$ cat src/rtl/s1_bit_serializer_if.sv
// Parallel-in / serial-out bundle between a word producer and the S1 bit serializer.
// The master drives words in; the slave returns handshake and the serial stream.
interface s1_bit_serializer_if #(
    parameter int WIDTH = 8
);
    localparam int IW = $clog2(WIDTH);

    logic [WIDTH-1:0] din;
    logic             din_valid;
    logic             din_ready;
    logic             x1;
    logic             x1_valid;
    logic             frame_start;
    logic [IW-1:0]    bit_idx;

    modport master (
        output din,
        output din_valid,
        input  din_ready,
        input  x1,
        input  x1_valid,
        input  frame_start,
        input  bit_idx
    );

    modport slave (
        input  din,
        input  din_valid,
        output din_ready,
        output x1,
        output x1_valid,
        output frame_start,
        output bit_idx
    );
endinterface

$ cat src/rtl/s1_bit_serializer.sv
// Double-buffered word-to-bit serializer feeding the S1 state machine's x1 input.
// One word shifts while a second waits in hold, so consecutive words stream without a gap.
//
//   state    | meaning
//   ---------+-----------------------------------------------------------
//   ST_IDLE  | nothing shifting; x1 parked at IDLE_LEVEL, x1_valid low
//   ST_SHIFT | a word is on x1, bit_idx walks 0..WIDTH-1
module s1_bit_serializer #(
    parameter int   WIDTH      = 8,
    parameter bit   MSB_FIRST  = 1'b1,
    parameter logic IDLE_LEVEL = 1'b0
) (
    input  logic                 clk,
    input  logic                 reset,
    s1_bit_serializer_if.slave   bus
);
    localparam int            IW       = $clog2(WIDTH);
    localparam logic [IW-1:0] LAST_IDX = IW'(WIDTH - 1);

    typedef enum logic {
        ST_IDLE  = 1'b0,
        ST_SHIFT = 1'b1
    } state_t;

    state_t           state_q;
    logic [WIDTH-1:0] shifter_q;
    logic [WIDTH-1:0] hold_q;
    logic             hold_full_q;
    logic [IW-1:0]    bit_idx_q;
    logic             x1_q;
    logic             x1_valid_q;
    logic             frame_start_q;

    logic             transfer;
    logic             shifter_free;
    logic [WIDTH-1:0] shifter_d;

    // The shifter always presents its current bit at the output end.
    function automatic logic first_bit(input logic [WIDTH-1:0] w);
        return MSB_FIRST ? w[WIDTH-1] : w[0];
    endfunction

    function automatic logic [WIDTH-1:0] advance(input logic [WIDTH-1:0] w);
        return MSB_FIRST ? {w[WIDTH-2:0], 1'b0} : {1'b0, w[WIDTH-1:1]};
    endfunction

    assign transfer     = bus.din_valid & ~hold_full_q;
    assign shifter_free = (state_q == ST_IDLE) || (bit_idx_q == LAST_IDX);
    assign shifter_d    = advance(shifter_q);

    always_ff @(posedge clk or negedge reset) begin
        if (!reset) begin
            state_q       <= ST_IDLE;
            shifter_q     <= '0;
            hold_q        <= '0;
            hold_full_q   <= 1'b0;
            bit_idx_q     <= '0;
            x1_q          <= IDLE_LEVEL;
            x1_valid_q    <= 1'b0;
            frame_start_q <= 1'b0;
        end else if (shifter_free) begin
            // A held word always wins over a new offer; an offer cannot be taken
            // in the same cycle because din_ready is low while hold is full.
            if (hold_full_q) begin
                state_q       <= ST_SHIFT;
                shifter_q     <= hold_q;
                hold_full_q   <= 1'b0;
                bit_idx_q     <= '0;
                x1_q          <= first_bit(hold_q);
                x1_valid_q    <= 1'b1;
                frame_start_q <= 1'b1;
            end else if (transfer) begin
                state_q       <= ST_SHIFT;
                shifter_q     <= bus.din;
                bit_idx_q     <= '0;
                x1_q          <= first_bit(bus.din);
                x1_valid_q    <= 1'b1;
                frame_start_q <= 1'b1;
            end else begin
                state_q       <= ST_IDLE;
                bit_idx_q     <= '0;
                x1_q          <= IDLE_LEVEL;
                x1_valid_q    <= 1'b0;
                frame_start_q <= 1'b0;
            end
        end else begin
            state_q       <= ST_SHIFT;
            shifter_q     <= shifter_d;
            bit_idx_q     <= bit_idx_q + IW'(1);
            x1_q          <= first_bit(shifter_d);
            x1_valid_q    <= 1'b1;
            frame_start_q <= 1'b0;
            if (transfer) begin
                hold_q      <= bus.din;
                hold_full_q <= 1'b1;
            end
        end
    end

    assign bus.din_ready   = ~hold_full_q;
    assign bus.x1          = x1_q;
    assign bus.x1_valid    = x1_valid_q;
    assign bus.frame_start = frame_start_q;
    assign bus.bit_idx     = bit_idx_q;
endmodule
$ cat src/flat_wrapper.sv
// flat-port wrapper written by rule: the top's interface ports become plain ports
module s1_bit_serializer_flat 
#(
    parameter int   WIDTH      = 8,
    parameter bit   MSB_FIRST  = 1'b1,
    parameter logic IDLE_LEVEL = 1'b0
)
  (clk, reset, bus_din, bus_din_valid, bus_din_ready, bus_x1, bus_x1_valid, bus_frame_start, bus_bit_idx);
  s1_bit_serializer_if #(.WIDTH(WIDTH)) bus_i ();
  input  logic clk;
  input  logic reset;
  input wire logic [$bits(bus_i.din)-1:0] bus_din;
  input wire logic [$bits(bus_i.din_valid)-1:0] bus_din_valid;
  output wire logic [$bits(bus_i.din_ready)-1:0] bus_din_ready;
  output wire logic [$bits(bus_i.x1)-1:0] bus_x1;
  output wire logic [$bits(bus_i.x1_valid)-1:0] bus_x1_valid;
  output wire logic [$bits(bus_i.frame_start)-1:0] bus_frame_start;
  output wire logic [$bits(bus_i.bit_idx)-1:0] bus_bit_idx;
  assign bus_i.din = bus_din;
  assign bus_i.din_valid = bus_din_valid;
  assign bus_din_ready = bus_i.din_ready;
  assign bus_x1 = bus_i.x1;
  assign bus_x1_valid = bus_i.x1_valid;
  assign bus_frame_start = bus_i.frame_start;
  assign bus_bit_idx = bus_i.bit_idx;
  s1_bit_serializer #(.WIDTH(WIDTH), .MSB_FIRST(MSB_FIRST), .IDLE_LEVEL(IDLE_LEVEL)) u_core (.clk(clk), .reset(reset), .bus(bus_i));
endmodule
$ cat config.mk
export PLATFORM = sky130hd
export DESIGN_NAME = s1_bit_serializer_flat
export DESIGN_NICKNAME = d
export VERILOG_FILES = /design/src/rtl/s1_bit_serializer_if.sv /design/src/rtl/s1_bit_serializer.sv /design/src/flat_wrapper.sv
export SDC_FILE = /design/constraint.sdc
export NUM_CORES = 1
export LEC_CHECK = 0
export CAP_MARGIN = 0
export CORE_MARGIN = 5
export CORE_UTILIZATION = 30
export CTS_BUF_LIST = sky130_fd_sc_hd__clkbuf_2 sky130_fd_sc_hd__clkbuf_4 sky130_fd_sc_hd__clkbuf_8
export DETAILED_ROUTE_END_ITERATION = 10
export PLACE_DENSITY_LB_ADDON = 0.25
export SYNTH_ARGS = -nofsm -noshare
export SYNTH_HDL_FRONTEND = slang
export SYNTH_SLANG_ARGS = --single-unit
$ cat constraint.sdc
create_clock -name clk -period 2 [get_ports clk]
set_input_delay 0.5 -clock clk [delete_from_list [all_inputs] [get_ports clk]]
set_output_delay 0.5 -clock clk [all_outputs]
set_load 0.01 [all_outputs]
==> flow_metrics.tcl, run 1 <==
set metrics [dict create \
    syn2layout_area_growth_pct 27.9 \
    ys_seq_area_share_pct 54.9 \
    critPathMaxFanout 2 \
    yosys-top-cells-area "dfrtp_1 (55%), mux2_4 (12%), o21ai_0 (6.5%)" \
    critPathKind "reg -> out" \
    status "completed" \
    cts_tree "yes" \
    cts_buffers 3 \
    grt_pass1_wl_um 3710 \
    avgSynthCellArea_um2 11.7 \
    vdd_ir_drop_max_mv 0.582 \
    cts-root-buf "clkbuf_4" \
    rsz0062_at_grt "false" \
    dieHeight_um 67.8 \
    antenna_found_initial 0 \
    fill_cells 332 \
    grt_overflow 0 \
    final_util_pct 39.1 \
    clkTransAtPathRegs_ns 0.13 \
    syn_nets 99 \
    hold_slack_ns 0.467 \
    yosysMostFrequentCell "dfrtp_1" \
    critPathSlowestCell "clkdlybuf4s50_1" \
    fin_area_um2 1280 \
    setup_tns_ns 0 \
    drc 0 \
    p_comb_share_pct 38.4 \
    vias 701 \
    ioPinCount 18 \
    rows 21 \
    ys_warn_count 0 \
    diodes 0 \
    drtPass1Iterations 4 \
    cp_slowest_stage_delay_ns 0.53 \
    grt_pass1_vias 785 \
    gp_congestion 0.695 \
    clock-sinks 22 \
    cts.repair.resized 0 \
    initial_core_util_pct 30.6 \
    synth_commonest_cells "dfrtp_1 (22), o21ai_0 (13), mux2_4 (8)" \
    multi_input_area_um2 404 \
    leakage_nw 0.549 \
    maxCapViolations 0 \
    synthCells 86 \
    fmax_mhz 546 \
    wl_um 2080 \
    core_um2 3280 \
    slew_headroom_pct 72.1 \
    yosysUniqueCellTypes 18 \
    synth_area_um2 1000 \
    clockBufferDepth 2 \
    yosys_register_bits 22 \
    worst_pin_slew_ns 0.418 \
    port_buffers 17 \
    detail_route.wl_per_cell_um 13.6 \
    h-tree-depth 1 \
    grt_max_degree 23 \
    die-area_um2 4600 \
    fin_nets 121 \
    async_reset_ff_share_pct 100 \
    path_delay_family "buffers and inverters" \
    drive_gt1_share_pct 18.7 \
    ant_nets 0 \
    drtIter0Drc 20 \
    die_x_um 67.8 \
    viasPerCell 4.58 \
    dp_hpwl_um 1490 \
    synth_flop_cell "dfrtp_1" \
    synth.top_cell.area_share_pct 54.9 \
    finalCritPeriodShare_pct 91.6 \
    grt_use_total_pct 11.0 \
    skew_ns 0.0118 \
    power_switching_uw 523 \
    critPathBufInv 2 \
    yosysTopAreaCell "dfrtp_1" \
    clk_latency_ns 0.31 \
    synth_enable_flop_cells 0 \
    hold_buffers 0 \
    internal-power_mw 1.21 \
    placed_area_um2 1230 \
    hp-class "reg -> reg" \
    final.min_clock_period_ns 1.83 \
    start_kind "register" \
    setup_violations 0 \
    postCtsSetupBuffers 0 \
    cp.required_ns 1.50 \
    worstPathCellList "inv_2, clkdlybuf4s50_1" \
    p_seq_share_pct 42.0 \
    clock_power_share_pct 19.7 \
    slew_violations 0 \
    crit_path_end_kind "output port" \
    p_sw_share_pct 30.1 \
    seqCellArea_um2 551 \
    crit_arrival_ns 1.33 \
    p_per_area_nw_per_um2 1350 \
    hold_viol 0 \
]
## worst register-to-register path, cell delays in order (launching register included)
cell and delay (ns):
dfrtp_1 0.42, ha_1 0.20, ha_1 0.19, nor2b_1 0.20, and3_4 0.32, mux2_4 0.32
## logic make-up after synthesis
group	count (synthesis)	share of synthesized area (%)
simple gates	24	12.3
buf+inv	7	4.86
flops	22	54.9
mux	9	13.0
fa+ha+maj	2	2.49
compound gates	22	12.5
## worst paths after layout
path / from / endpoint / slack, ns / depth (start not counted)
min reg2reg: u_core.bus.bit_idx[0]$_DFF_PN0_ / u_core.bus.bit_idx[0]$_DFF_PN0_ / 0.47 / 1
min: u_core.bus.bit_idx[0]$_DFF_PN0_ / u_core.bus.bit_idx[0]$_DFF_PN0_ / 0.47 / 1
min in group asynchronous: reset / u_core.bus.bit_idx[2]$_DFF_PN0_ / 0.51 / 2
max: u_core.hold_full_q$_DFFE_PN0P_ / bus_din_ready / 0.17 / 2
max in group asynchronous: reset / u_core.hold_q[2]$_DFFE_PN0P_ / 1.26 / 2
max reg2reg: u_core.bus.bit_idx[0]$_DFF_PN0_ / u_core.hold_q[3]$_DFFE_PN0P_ / 0.24 / 5
## state kept, by name, summed over array words and instances (netlist names)
signal                  cells
u_core.state_q              1
u_core.hold_full_q          1
u_core.bus.frame_start      1
u_core.hold_q               8
u_core.bus.x1               1
u_core.shifter_q            7
u_core.bus.bit_idx          3
## placed cells by master (no fill, tap or decap), drive strengths merged
cell and count:
and2 2, clkdlybuf4s50 17, a211oi 6, buf 6, nand2 7, clkbuf 3, nand3 1, dfrtp 22
mux2 8, and3 1, nor2b 7, ha 2, o21ai 13, inv 1, a21oi 3, bufinv 1
mux2i 1, nand2b 1, nor2 5
## power by group through the flow
stage	combinational [mW]	clock, mW	sequential, mW
after global placement	0.666	0	0.734
after floorplan	0.440	0	0.730
after CTS	0.681	0.357	0.726
final	0.666	0.341	0.728
after global routing	0.748	0.378	0.748
after detailed placement	0.678	0	0.732
## stage by stage
| step | std cells | setup WS, ns | power [mW] |
|---|---|---|---|
| after CTS | 153 | 0.148 | 1.76 |
| final | 153 | 0.169 | 1.73 |
| after detailed placement | 149 | 0.255 | 1.41 |
| after global placement | 149 | 0.271 | 1.40 |
| after floorplan | 86 | 0.344 | 1.17 |
| after global routing | 153 | 0.113 | 1.87 |
## per-layer routing
metal  part of all wire [%]  track usage, %  up-vias  wire (um)
met4                    2.1            3.72        0         44
met3                    4.6            4.11        6         95
met5                      0               0        -          0
met1                     48            13.8      341       1000
met2                     45            17.4       16        937
li1                       -               -      338          -
## area by class of cell
class / count / area share, %
clock buffers: 3 / 1.75
well taps: 46 / 4.48
repair buffers: 23 / 16.8
flip-flops and latches: 22 / 42.9
inverters: 1 / 0.292
multi-input cells: 57 / 31.5
clock inverters: 1 / 2.34
No activity file was read; power rests on OpenSTA's default activity.
==> inputs of run 2 (changes only) <==
- CTS_BUF_LIST: sky130_fd_sc_hd__clkbuf_2 sky130_fd_sc_hd__clkbuf_4 sky130_fd_sc_hd__clkbuf_8 -> sky130_fd_sc_hd__clkbuf_8
- GPL_TIMING_DRIVEN: default -> 0
==> run 2 against run 1 <==
Against the previous run:
- non-clock buffer count is 1 lower
- fmax shrank 5.3%
- largest power group unchanged
- register-to-register slack improved by 0.04 ns
- sequential cell count unchanged
- cell count decreased by 0.65%
- critical endpoint unchanged
==> flow_metrics.tcl, run 2 (same netlist as run 1, synthesis figures left out) <==
set metrics [dict create \
    dieHeight_um 67.8 \
    vias 685 \
    drc 0 \
    clockBufferDepth 2 \
    postCtsSetupBuffers 0 \
    regMostFlops "u_core.hold_q" \
    vdd_ir_drop_max_mv 0.594 \
    reg2reg_from "u_core.bus.bit_idx[0]$_DFF_PN0_" \
    status "completed" \
    diodes 0 \
    final_common_cell "dfrtp_1" \
    die-area_um2 4600 \
    fin_area_um2 1300 \
    port_buffers 17 \
    hold_slack_ns 0.465 \
    power.total_mw 1.81 \
    grt_use_total_pct 10.3 \
    pre_cts_ws_ns 0.0392 \
    critPathKind "reg -> out" \
    cts-root-buf "clkbuf_8" \
    ant_nets 0 \
    drive_gt1_share_pct 17.9 \
    multi_input_area_um2 404 \
    cp.required_ns 1.50 \
    clock-sinks 22 \
    hold_viol 0 \
    drtIter0Drc 29 \
    reg2regPathDepth 6 \
    slew_headroom_pct 35.4 \
    grt_pass1_vias 708 \
    ioPinCount 18 \
    dp_hpwl_um 1400 \
    grt_max_degree 23 \
    grt_overflow 0 \
    gp_congestion 0.720 \
    cts_buffers 3 \
    hp-class "reg -> reg" \
    fmax_mhz 517 \
    seqCellArea_um2 551 \
    start_kind "register" \
    crit_start "u_core.hold_full_q$_DFFE_PN0P_" \
    setup_violations 0 \
    syn2layout_area_growth_pct 29.6 \
    initial_core_util_pct 30.6 \
    mostFrequentLayoutCells "dfrtp_1 (22), clkdlybuf4s50_1 (17), o21ai_0 (13), mux2_4 (8)" \
    rsz0062_at_grt "false" \
    hp-start "u_core.bus.bit_idx[0]$_DFF_PN0_" \
    final.min_clock_period_ns 1.93 \
    fill_cells 316 \
    clk_latency_ns 0.26 \
    hold_buffers 0 \
    rows 21 \
    die_x_um 67.8 \
    viasPerCell 4.51 \
    r2r_slack_ns 0.28 \
    crit_arrival_ns 1.43 \
    finalCritPeriodShare_pct 96.7 \
    crit_path_end_kind "output port" \
    maxCapViolations 0 \
    timing.rr.end "u_core.hold_q[1]$_DFFE_PN0P_" \
    setup_tns_ns 0 \
    clkTransAtPathRegs_ns 0.08 \
    grt_pass1_wl_um 3450 \
    setup.worst_path.end "bus_din_ready" \
    cts_tree "yes" \
    fin_ws_ns 0.0653 \
    h-tree-depth 1 \
    placed_area_um2 1230 \
    cts.repair.resized 1 \
    slew_violations 0 \
    fin_nets 120 \
    core_um2 3280 \
    leakage_nw 0.553 \
    detail_route.wl_per_cell_um 13.4 \
    worst_pin_slew_ns 0.966 \
    skew_ns 0.000941 \
    largest_reg_flops 8 \
    drtPass1Iterations 3 \
    critPathMaxFanout 11 \
    antenna_found_initial 0 \
    wl_um 2040 \
    p_per_area_nw_per_um2 1390 \
]
-- run 2: worst min-delay path by stage --
stage | endpoint | depth (start not counted)
global route | u_core.bus.bit_idx[0]$_DFF_PN0_ | 1
CTS | u_core.bus.bit_idx[0]$_DFF_PN0_ | 1
detailed placement | u_core.bus.bit_idx[0]$_DFF_PN0_ | 1
finish | u_core.bus.bit_idx[0]$_DFF_PN0_ | 1
floorplan | u_core.bus.bit_idx[0]$_DFF_PN0_ | 0
global placement | u_core.bus.bit_idx[0]$_DFF_PN0_ | 1
-- run 2: worst max-delay path, cell delays in order, from the launching register on --
cell             delay, ns
dfrtp_1               0.38
buf_6                 0.14
inv_4                 0.11
clkdlybuf4s50_1       0.54
-- run 2: metrics by stage --
step | cells | utilization [%]
6_report | 152 | 39.6
3_3_place_gp | 149 | 37.5
3_5_place_dp | 149 | 37.5
2_1_floorplan | 86 | -
4_1_cts | 152 | 39.6
5_1_grt | 152 | 39.6
-- run 2: per-layer routing --
| layer | part of all wire (%) | vias up | global-route usage (%) | wire (um) |
|---|---|---|---|---|
| li1 | - | 332 | - | - |
| met1 | 48 | 336 | 13.5 | 976 |
| met2 | 46 | 15 | 15.8 | 936 |
| met3 | 5.5 | 2 | 4.11 | 112 |
| met4 | 0.83 | 0 | 2.98 | 17 |
| met5 | 0 | - | 0 | 0 |
-- run 2: cell type report --
cell class	instances	area share (%)
Buffer	5	3.08
Clock buffer	3	3.18
Clock inverter	1	2.31
Inverter	1	0.481
Multi-Input combinational cell	57	31.1
Sequential cell	22	42.3
Tap cell	46	4.43
Timing Repair Buffer	17	13.1
-- run 2: report_power, final --
| part | switching, mW | internal, mW | leakage (nW) | total (mW) |
|---|---|---|---|---|
| registers | 0.0905 | 0.633 | 0.266 | 0.723 |
| logic | 0.296 | 0.379 | 0.251 | 0.675 |
| clock network | 0.146 | 0.267 | 0.0357 | 0.413 |
| total | 0.532 | 1.28 | 0.553 | 1.81 |
==> inputs of run 3 (changes only) <==
- CTS_CLUSTER_DIAMETER: default -> 150
- RECOVER_POWER: default -> 25
==> run 3 against run 2 <==
Against the previous run:
- fmax about the same
- sequential share of layout area grew 0.082 points
- sequential power barely moved
- hold slack worse by 0.0020 ns
- die area is the same
- critical path depth is the same
- first-iteration DRC count decreased by 3.4%
- non-clock buffer count unchanged
- critical path type unchanged
==> flow_metrics.tcl, run 3 (same netlist as run 1, synthesis figures left out) <==
set metrics [dict create \
    cts_buffers 3 \
    fin_nets 120 \
    finalCritPeriodShare_pct 96.7 \
    grt_pass1_wl_um 3450 \
    crit_path_end_kind "output port" \
    slew_headroom_pct 34.7 \
    detail_route.wl_per_cell_um 13.4 \
    antenna_found_initial 0 \
    wl_um 2040 \
    ant_nets 0 \
    grt_pass1_vias 708 \
    rows 21 \
    grt_max_degree 23 \
    largest_reg_flops 8 \
    final_common_cell "dfrtp_1" \
    start_kind "register" \
    dp_hpwl_um 1400 \
    multi_input_area_um2 404 \
    p_per_area_nw_per_um2 1390 \
    grt_use_total_pct 10.3 \
    worst_pin_slew_ns 0.976 \
    viasPerCell 4.50 \
    fill_cells 318 \
    drive_gt1_share_pct 16.0 \
    gp_congestion 0.720 \
    cts_tree "yes" \
    crit_arrival_ns 1.43 \
    die-area_um2 4600 \
    clock-sinks 22 \
    drtIter0Drc 28 \
    regMostFlops "u_core.hold_q" \
    diodes 0 \
    h-tree-depth 1 \
    hold_buffers 0 \
    vdd_ir_drop_max_mv 0.592 \
    grt_overflow 0 \
    fmax_mhz 517 \
    maxCapViolations 0 \
    cts-root-buf "clkbuf_8" \
    initial_core_util_pct 30.6 \
    clkTransAtPathRegs_ns 0.08 \
    slew_violations 0 \
    core_um2 3280 \
    setup_violations 0 \
    clockBufferDepth 2 \
    port_buffers 17 \
    vias 684 \
    final.min_clock_period_ns 1.93 \
    hold_viol 0 \
    dieHeight_um 67.8 \
    leakage_nw 0.546 \
    drc 0 \
    status "completed" \
    cp.required_ns 1.50 \
    ioPinCount 18 \
    die_x_um 67.8 \
    mostFrequentLayoutCells "dfrtp_1 (22), clkdlybuf4s50_1 (16), o21ai_0 (13), mux2_4 (8)" \
    syn2layout_area_growth_pct 29.3 \
    drtPass1Iterations 3 \
    clk_latency_ns 0.26 \
    seqCellArea_um2 551 \
    skew_ns 0.000941 \
    critPathKind "reg -> out" \
    hp-class "reg -> reg" \
    power.total_mw 1.80 \
    setup_tns_ns 0 \
    rsz0062_at_grt "false" \
    critPathMaxFanout 11 \
]
[run 3: cell types whose count changed in the layout (fill, tap and decap cells not counted), sizes merged]
cell / previous run / this run
dlygate4sd3: 0 / 1
clkbuf: 3 / 5
clkdlybuf4s50: 17 / 16
buf: 5 / 3
[run 3: where the power goes]
part / internal, mW / total (mW) / switching [mW]
registers: 0.633 / 0.723 / 0.0903
clock network: 0.267 / 0.413 / 0.146
logic: 0.370 / 0.668 / 0.297
total: 1.27 / 1.80 / 0.534
[run 3: final cells by class]
cell class,instances,area share (%)
clock inverter,1,2.31
clock buffer,3,3.18
multi-input combinational,57,31.1
buffer,5,2.89
inverter,1,0.482
tap,46,4.44
timing repair buffer,17,13.1
sequential,22,42.4
[run 3: worst max-delay path, stage by stage, from the launching register on]
cell and delay, ns:
dfrtp_1 0.38, buf_6 0.14, inv_4 0.11, clkdlybuf4s50_1 0.54
[run 3: layer usage]
layer | wire, um | track usage (%)
met2 | 935 | 15.8
met1 | 989 | 13.5
met3 | 101 | 4.11
met4 | 17 | 2.98
met5 | 0 | 0
[run 3: worst paths after layout]
path	slack (ns)	cells past startpoint	from	to
worst max-delay path	0.07	3	u_core.hold_full_q$_DFFE_PN0P_	bus_din_ready
worst min-delay path	0.46	1	u_core.bus.bit_idx[0]$_DFF_PN0_	u_core.bus.bit_idx[0]$_DFF_PN0_
max in group asynchronous	0.57	1	reset	u_core.hold_q[4]$_DFFE_PN0P_
min in group asynchronous	0.84	1	reset	u_core.bus.bit_idx[1]$_DFF_PN0_
worst max register to register	0.27	6	u_core.bus.bit_idx[0]$_DFF_PN0_	u_core.hold_q[1]$_DFFE_PN0P_
worst min register to register	0.46	1	u_core.bus.bit_idx[0]$_DFF_PN0_	u_core.bus.bit_idx[0]$_DFF_PN0_
[run 3: stage by stage]
step / cells / util, % / cell area, um2 / hold slack (ns) / setup slack [ns]
5_1_grt: 152 / 39.5 / 1300 / 0.501 / 0.00383
6_report: 152 / 39.5 / 1300 / 0.463 / 0.0653
2_1_floorplan: 86 / - / 1000 / 0.204 / 0.344
4_1_cts: 152 / 39.6 / 1300 / 0.471 / 0.0441
3_3_place_gp: 149 / 37.5 / 1230 / 0.445 / 0.0395
3_5_place_dp: 149 / 37.5 / 1230 / 0.462 / 0.0392
[run 3: repair_timing]
action                     in CTS  in global routing
hold endpoints to repair        0                  0
gates resized for setup         1                  0
buffers inserted                0                  0
setup endpoints to repair       1                  0
